### config.mk
export PLATFORM = sky130hd
export DESIGN_NAME = theta_current_inverse
export DESIGN_NICKNAME = d
export VERILOG_FILES = /design/src/rtl/theta_current_inverse.sv
export SDC_FILE = /design/constraint.sdc
export NUM_CORES = 1
export LEC_CHECK = 0
export BUFFER_PORTS_ARGS = -buffer_cell sky130_fd_sc_hd__buf_2
export CAP_MARGIN = 20
export CORE_UTILIZATION = 29
export CTS_BUF_LIST = sky130_fd_sc_hd__clkbuf_2 sky130_fd_sc_hd__clkbuf_4 sky130_fd_sc_hd__clkbuf_8
export CTS_CLUSTER_SIZE = 20
export DETAILED_ROUTE_END_ITERATION = 10
export GPL_ROUTABILITY_DRIVEN = 0
export GPL_TIMING_DRIVEN = 1
export PLACE_DENSITY = 0.49
export SETUP_SLACK_MARGIN = 0.2
export SYNTH_ARGS = -nofsm -noshare
export SYNTH_HDL_FRONTEND = slang
export SYNTH_SLANG_ARGS = --single-unit
### constraint.sdc
create_clock -name i_clock -period 7.04 [get_ports i_clock]
set_input_delay 1.056 -clock i_clock [delete_from_list [all_inputs] [get_ports i_clock]]
set_output_delay 1.056 -clock i_clock [all_outputs]
set_load 0.03 [all_outputs]
### src/rtl/theta_current_inverse.sv
// Bisection inverse of an external combinational current-to-theta LUT: finds the smallest
// current whose LUT theta reaches the target. Define THETA_CURRENT_CACHE_EN to reuse the last result.
module theta_current_inverse #(
  parameter logic signed [31:0] CURRENT_MIN = 32'sd0,
  parameter logic signed [31:0] CURRENT_MAX = 32'sd314,
  parameter int                 ITER        = 9
) (
  input  logic        i_clock,
  input  logic        i_reset_n,
  input  logic        i_start,
  input  logic [31:0] i_theta,
  output logic        o_busy,
  output logic        o_done,
  output logic [31:0] o_current,
  output logic        o_exact,
  output logic [31:0] o_probe_current,
  input  logic [31:0] i_probe_theta
);

  localparam int             CNT_W    = (ITER > 1) ? $clog2(ITER) : 1;
  localparam logic [CNT_W-1:0] CNT_LAST = CNT_W'(ITER - 1);

  typedef enum logic [1:0] {IDLE, SEARCH, FINISH} state_t;

  state_t             state_q;
  logic signed [31:0] lo_q, hi_q, target_q, current_q;
  logic signed [31:0] lo_d, hi_d, mid, probe_theta;
  logic [CNT_W-1:0]   cnt_q;
  logic               busy_q, done_q, exact_q;

`ifdef THETA_CURRENT_CACHE_EN
  logic signed [31:0] cache_tgt_q, cache_cur_q;
  logic               cache_vld_q;
`endif

  // Widened to 33 bits so extreme signed bounds cannot overflow the span.
  function automatic logic signed [31:0] midpoint(input logic signed [31:0] lo,
                                                  input logic signed [31:0] hi);
    logic signed [32:0] span;
    logic signed [32:0] m;
    span = {hi[31], hi} - {lo[31], lo};
    m    = {lo[31], lo} + (span >>> 1);
    return m[31:0];
  endfunction

  assign probe_theta = $signed(i_probe_theta);
  assign mid         = midpoint(lo_q, hi_q);

  // Never step lo past hi, so a degenerate range still converges on CURRENT_MAX.
  always_comb begin
    lo_d = lo_q;
    hi_d = hi_q;
    if (probe_theta >= target_q) hi_d = mid;
    else if (mid != hi_q)        lo_d = mid + 32'sd1;
  end

  always_comb begin
    case (state_q)
      SEARCH:  o_probe_current = mid;
      FINISH:  o_probe_current = lo_q;
      default: o_probe_current = current_q;
    endcase
  end

  always_ff @(posedge i_clock or negedge i_reset_n) begin
    if (!i_reset_n) begin
      state_q     <= IDLE;
      lo_q        <= '0;
      hi_q        <= '0;
      target_q    <= '0;
      cnt_q       <= '0;
      current_q   <= CURRENT_MIN;
      busy_q      <= 1'b0;
      done_q      <= 1'b0;
      exact_q     <= 1'b0;
`ifdef THETA_CURRENT_CACHE_EN
      cache_tgt_q <= '0;
      cache_cur_q <= '0;
      cache_vld_q <= 1'b0;
`endif
    end else begin
      case (state_q)
        IDLE: begin
          done_q <= 1'b0;
          if (i_start) begin
            target_q <= $signed(i_theta);
            lo_q     <= CURRENT_MIN;
            hi_q     <= CURRENT_MAX;
            cnt_q    <= '0;
            busy_q   <= 1'b1;
            state_q  <= SEARCH;
`ifdef THETA_CURRENT_CACHE_EN
            if (cache_vld_q && ($signed(i_theta) == cache_tgt_q)) begin
              lo_q    <= cache_cur_q;
              state_q <= FINISH;
            end
`endif
          end
        end
        SEARCH: begin
          lo_q  <= lo_d;
          hi_q  <= hi_d;
          cnt_q <= cnt_q + CNT_W'(1);
          if ((lo_d == hi_d) || (cnt_q == CNT_LAST)) state_q <= FINISH;
        end
        FINISH: begin
          current_q <= lo_q;
          exact_q   <= (probe_theta == target_q);
          done_q    <= 1'b1;
          busy_q    <= 1'b0;
          state_q   <= IDLE;
`ifdef THETA_CURRENT_CACHE_EN
          cache_tgt_q <= target_q;
          cache_cur_q <= lo_q;
          cache_vld_q <= 1'b1;
`endif
        end
        default: state_q <= IDLE;
      endcase
    end
  end

  assign o_busy    = busy_q;
  assign o_done    = done_q;
  assign o_current = current_q;
  assign o_exact   = exact_q;

endmodule

=== Word level (Yosys, flattened, before mapping) ===
Index checks and enable logic that the tools add are counted.

* $add $sub $neg: 4
* Order comparisons: 1
* Equality and inequality tests: 8
* Multiplexer cells: 16
* Reduce and logical (&&, ||, !) cells: 8

{| class="wikitable"
|+ Operators with widths
! kind !! count
|-
| $pmux W32 S2 || 3
|-
| $mux W32 || 5
|-
| $eq A32 B32 Y1 || 2
|-
| $sub A32 B32 Y33 || 1
|-
| $add A32 B2 Y32 const B || 1
|-
| $add A32 B32 Y32 || 1
|-
| $ge A32 B32 Y1 || 1
|-
| $ne A32 B32 Y1 || 1
|-
| $pmux W4 S2 || 1
|-
| $reduce_and A2 Y1 || 4
|-
| $add A4 B1 Y4 const B || 1
|-
| $eq A4 B4 Y1 const B || 1
|-
| $mux W2 || 2
|-
| $mux W4 || 1
|-
| $ne A2 B2 Y1 const B || 2
|-
| $pmux W1 S2 || 2
|-
| $pmux W2 S2 || 1
|-
| $reduce_bool A2 Y1 || 2
|-
| $eq A2 B1 Y1 const B || 1
|-
| $eq A2 B2 Y1 const B || 1
|-
| $logic_not A2 Y1 || 1
|-
| $logic_or A1 B1 Y1 || 1
|-
| $mux W1 || 1
|}

* Register bits: 137
* Bits of input ports: 67
* Output and inout bits: 67

=== Depth between registers and ports, before layout ===
* Word-level depth: 9
* Mapped depth: 36
* Gate-level depth less buffers: 34

=== Worst setup path before layout ===
No wires, ideal clock.

* Kind: register to register
* From: reg lo_q[1]
* To: reg state_q[0]
* Library setup time: 0.121 ns
* Arrival time: 7.511 ns
* Required time: 6.919 ns
* Slack: -0.592 ns
* Stages on the path, launching flop included: 35
* Buffers on the path: 0
* Period minus slack after synthesis: 7.632 ns
* Cells stage by stage: dfrtp_1 inv_1 ha_1 nor2b_1 o21a_1 o21a_1 o21a_1 o21a_1 o21a_1 o21ai_0 nand2b_1 a211o_1 a31oi_1 a211oi_1 o31ai_1 o21bai_1 a21oi_1 xnor2_1 ha_1 a21oi_1 o21a_1 o2bb2ai_1 a2111oi_0 o2111ai_1 nor4_1 inv_1 or4_1 or4b_1 nor4b_2 o21ai_1 a2111o_1 or4b_1 o22ai_2 nor2_1 a2bb2oi_2

* Word-level cells in the longest chain between the ends: 9
* Elaborated cells between the ends (all ways): 11

{| class="wikitable"
|+ Ends and longest elaborated chain
! element !! RTL line !! text
|-
| start: declaration || 26 || <nowiki>logic signed [31:0] lo_q, hi_q, target_q, current_q;</nowiki>
|-
| start signal: assignment || 101 || <nowiki>lo_q <= lo_d;</nowiki>
|-
| $sub A32 B32 Y33 || 41 || <nowiki>span = {hi[31], hi} - {lo[31], lo};</nowiki>
|-
| $add A32 B32 Y32 || 42 || <nowiki>m = {lo[31], lo} + (span >>> 1);</nowiki>
|-
| $add A32 B2 Y32 / $ne A32 B32 Y1 (equally long branches) || 54 || <nowiki>else if (mid != hi_q) lo_d = mid + 32'sd1;</nowiki>
|-
| $mux W32 || 54 ||
|-
| $mux W32 || 53 || <nowiki>if (probe_theta >= target_q) hi_d = mid;</nowiki>
|-
| $eq A32 B32 Y1 * || 104 || <nowiki>if ((lo_d == hi_d) || (cnt_q == CNT_LAST)) state_q <= FINISH;</nowiki>
|-
| $logic_or A1 B1 Y1 * || 104 ||
|-
| $ne A2 B2 Y1 (no source line) * || - ||
|-
| $reduce_and A2 Y1 (no source line) * || - ||
|-
| end signal: assignment || 104 ||
|-
| end signal: assignment || 111 || <nowiki>state_q <= IDLE;</nowiki>
|-
| end signal: assignment || 118 || <nowiki>default: state_q <= IDLE;</nowiki>
|-
| end: declaration || 25 || <nowiki>state_t state_q;</nowiki>
|}

Mark *: on every way between the ends. The rest lies on a longest branch, timed or not.
A chain may end at the register's enable or synchronous reset.

=== Final worst setup path ===
Same ends and word-level chain as after synthesis.

==> impl_metrics.json <==
{
  "fmax_mhz": 126,
  "crit_top_cell": "o21a_1",
  "synth_edf_count": 0,
  "skew_ns": 0.0187,
  "status": "finished with violations",
  "ys_seq_area_share_pct": 24.4,
  "cts_tree": "built",
  "n_antenna_cell": 0,
  "cts.clk_slew.worst_paths_ns": 0.09,
  "dieHeight_um": 222,
  "period_share_pct": 113,
  "yosysUniqueCellTypes": 89,
  "drv_slew": 0,
  "synth_ff_type": "dfrtp_1",
  "timing.critical_path.buf_inv": 3,
  "cap_violations": 0,
  "fp.coreArea_um2": 47700,
  "instances_no_fill": 2884,
  "clk_latency_ns": 0.51,
  "post-dp-hpwl_um": 49700,
  "rsz0062_at_grt": "yes",
  "first_pass_iters": 7,
  "worstPathMaxFanout": 4,
  "min_path_type": "register to register",
  "viasPerCell": 5.54,
  "drt_iter0_markers": 1452,
  "worst_ep_arrival_time_ns": 8.36,
  "placed_cell_area_um2": 18500,
  "slowest_stage": "or4b_4",
  "criticalPathCategory": "register to register",
  "synthCells": 1730,
  "hold_path_depth": 1,
  "hold_violations": 0,
  "yosys_warnings": 0,
  "critPathLaunchType": "register",
  "grt_overflow": 0,
  "io_pins": 134,
  "antenna_found_initial": 0,
  "synth-async-reset-ratio_pct": 100,
  "syn-cell-area_um2": 14100,
  "grt_start_max_net_pins": 76,
  "synthesis.area_per_instance_um2": 8.13,
  "totalWireLength_um": 62300,
  "initial_core_util_pct": 29.4,
  "cts_root_buf": "clkbuf_8",
  "nets": 2427,
  "ant_nets": 0,
  "io_buffers": 133,
  "ys_ff_latch": 137,
  "clock_path_buffers": 2,
  "setup_ws_ns": -0.881,
  "cp.required_ns": 7.48,
  "setup_viol_count_final": 13,
  "worstSetupPathDepth": 34,
  "rows": 80,
  "area_growth_pct": 39.3,
  "cts_buffers": 17,
  "avgRoutedWirePerCell_um": 21.6,
  "dp_slack_ns": -1.01,
  "drive_above_1_share_pct": 35.0,
  "vias": 16000,
  "final_cell_area_um2": 19600,
  "dieArea_um2": 49400,
  "place_inst": 2833,
  "cp_slowest_stage_delay_ns": 0.53,
  "drc": 0,
  "tightest_slew_ns": 1.01,
  "htree_num_levels": 4,
  "violations": "negative setup slack",
  "cpLargestDelayFamily": "compound AO/OA/AOI/OAI gates",
  "period_minus_slack_ns": 7.92,
  "fin_setup_tns_ns": -2.78,
  "synth_nets": 1900,
  "die_w_um": 222,
  "slew_headroom_pct": 32.6,
  "grt_util_all_layers_pct": 24.6,
  "grt_pass1_vias": 15500,
  "end_kind": "register",
  "cts_sinks": 137,
  "grt_pass1_wl_um": 92800,
  "reg2reg_depth": 34
}
## flip-flops by register name, indices dropped and copies added (netlist names)
signal,count
lo_q,32
o_busy,1
target_q,32
o_done,1
hi_q,32
state_q,2
cnt_q,4
o_current,32
o_exact,1
## metal layers
| metal | track usage (%) | up-vias | routed length (um) |
|---|---|---|---|
| met3 | 4.44 | 141 | 4870 |
| li1 | - | 7413 | - |
| met5 | 0 | - | 0 |
| met4 | 8.80 | 0 | 2420 |
| met1 | 33.6 | 7710 | 27800 |
| met2 | 38.6 | 705 | 27200 |
## cell usage after synthesis, types with 7 or more instances
cell type	count	area (um^2)
a211o_1	10	87.6
a211oi_1	26	195
a21boi_0	8	60.1
a21o_1	32	240
a21oi_1	124	621
a221oi_1	8	70.1
a22o_1	19	166
a22oi_1	36	270
a311oi_1	7	61.3
a31oi_1	7	43.8
and2_1	8	50.1
and3_1	19	119
and4_1	9	78.8
buf_1	14	52.6
buf_2	15	75.1
clkbuf_1	50	188
dfrtp_1	137	3430
ha_1	101	1260
inv_1	106	398
mux2_2	65	732
mux2i_1	20	200
nand2_1	154	578
nand2b_1	16	100
nand3_1	45	225
nand4_1	31	194
nand4b_1	7	61.3
nor2_1	131	492
nor2b_1	11	68.8
nor3_1	47	235
nor3b_1	8	60.1
nor4_1	19	119
o2111ai_1	8	70.1
o211ai_1	18	135
o21a_1	19	143
o21ai_0	95	475
o21ai_1	9	45.0
o21bai_1	9	67.6
o31ai_1	9	67.6
or2_2	9	56.3
or3_1	16	100
or4_1	11	82.6
xnor2_1	105	920
xnor3_1	7	158
xor2_1	39	342
## worst reg2reg max path: cells and delay by family (launching register included)
kind	cells	cell delay, ns
AO/OA/AOI/OAI	21	3.96
adder cells (fa/ha/maj)	2	0.52
buffers and inverters	3	0.29
flip-flops	1	0.41
XOR/XNOR	1	0.31
AND/OR/NAND/NOR	7	2.37
## what timing repair did
action,CTS,global route
setup buffers,4,12
pin swaps,9,34
gates resized for setup,45,81
hold buffers,0,0
cloned,0,3
setup endpoints to repair,49,53
## worst paths after layout
| path | slack, ns | startpoint | endpoint |
|---|---|---|---|
| min in group asynchronous | 0.59 | i_reset_n | target_q[13] |
| min reg2reg | 0.49 | o_done | o_done |
| max reg2reg | -0.88 | lo_q[1] | state_q[0] |
| max in group asynchronous | 5.05 | i_reset_n | o_current[27] |
| max | -0.88 | lo_q[1] | state_q[0] |
| min | 0.49 | o_done | o_done |
## area by class of cell
cell class	count	area [um^2]
fillers	4844	28200
repair buffers	588	4220
clock buffers	21	264
well taps	615	769
clock inverters	10	73.8
flip-flops and latches	137	3430
multi-input cells	1407	10400
inverters	106	398
## layout by cell type, fill, tap and decap left out, types with 9 or more instances in the layout
cell      count
buf_4       459
nand2_1     152
dfrtp_1     136
nor2_1      125
buf_2       117
a21oi_1     114
inv_1       104
xnor2_1     103
ha_1         94
o21ai_0      88
mux2_2       65
nand3_1      44
nor3_1       43
xor2_1       36
a22oi_1      36
a21o_1       31
nand4_1      31
a211oi_1     23
mux2i_1      20
o21a_1       19
a22o_1       19
and3_1       18
o211ai_1     18
clkbuf_8     17
nand2b_1     16
or3_1        16
nor4_1       14
a211o_1      10
a21oi_2      10
o21ai_1      10
and4_1        9
nor2b_1       9
o21bai_1      9
## metrics by stage
stage / hold WS (ns) / utilization (%)
finish: 0.486 / 41.0
floorplan: 0.475 / -
CTS: 0.492 / 40.0
detailed placement: 0.472 / 38.8
global placement: 0.463 / 38.8
global route: 0.509 / 41.0
## cell families after synthesis
kind of cell,after synthesis,synth area share (%)
xor gates and xnor gates,152,10.3
muxes,85,6.63
adders and majority gates,103,9.27
buffers and inverters,186,5.15
and+or+nand+nor,559,19.9
DFF,137,24.4
AOI/OAI and AO/OA,508,24.4
Power is left out: the tool's default activity adds up to more than one toggle a clock period on the data nets, which glitch-free logic cannot reach.
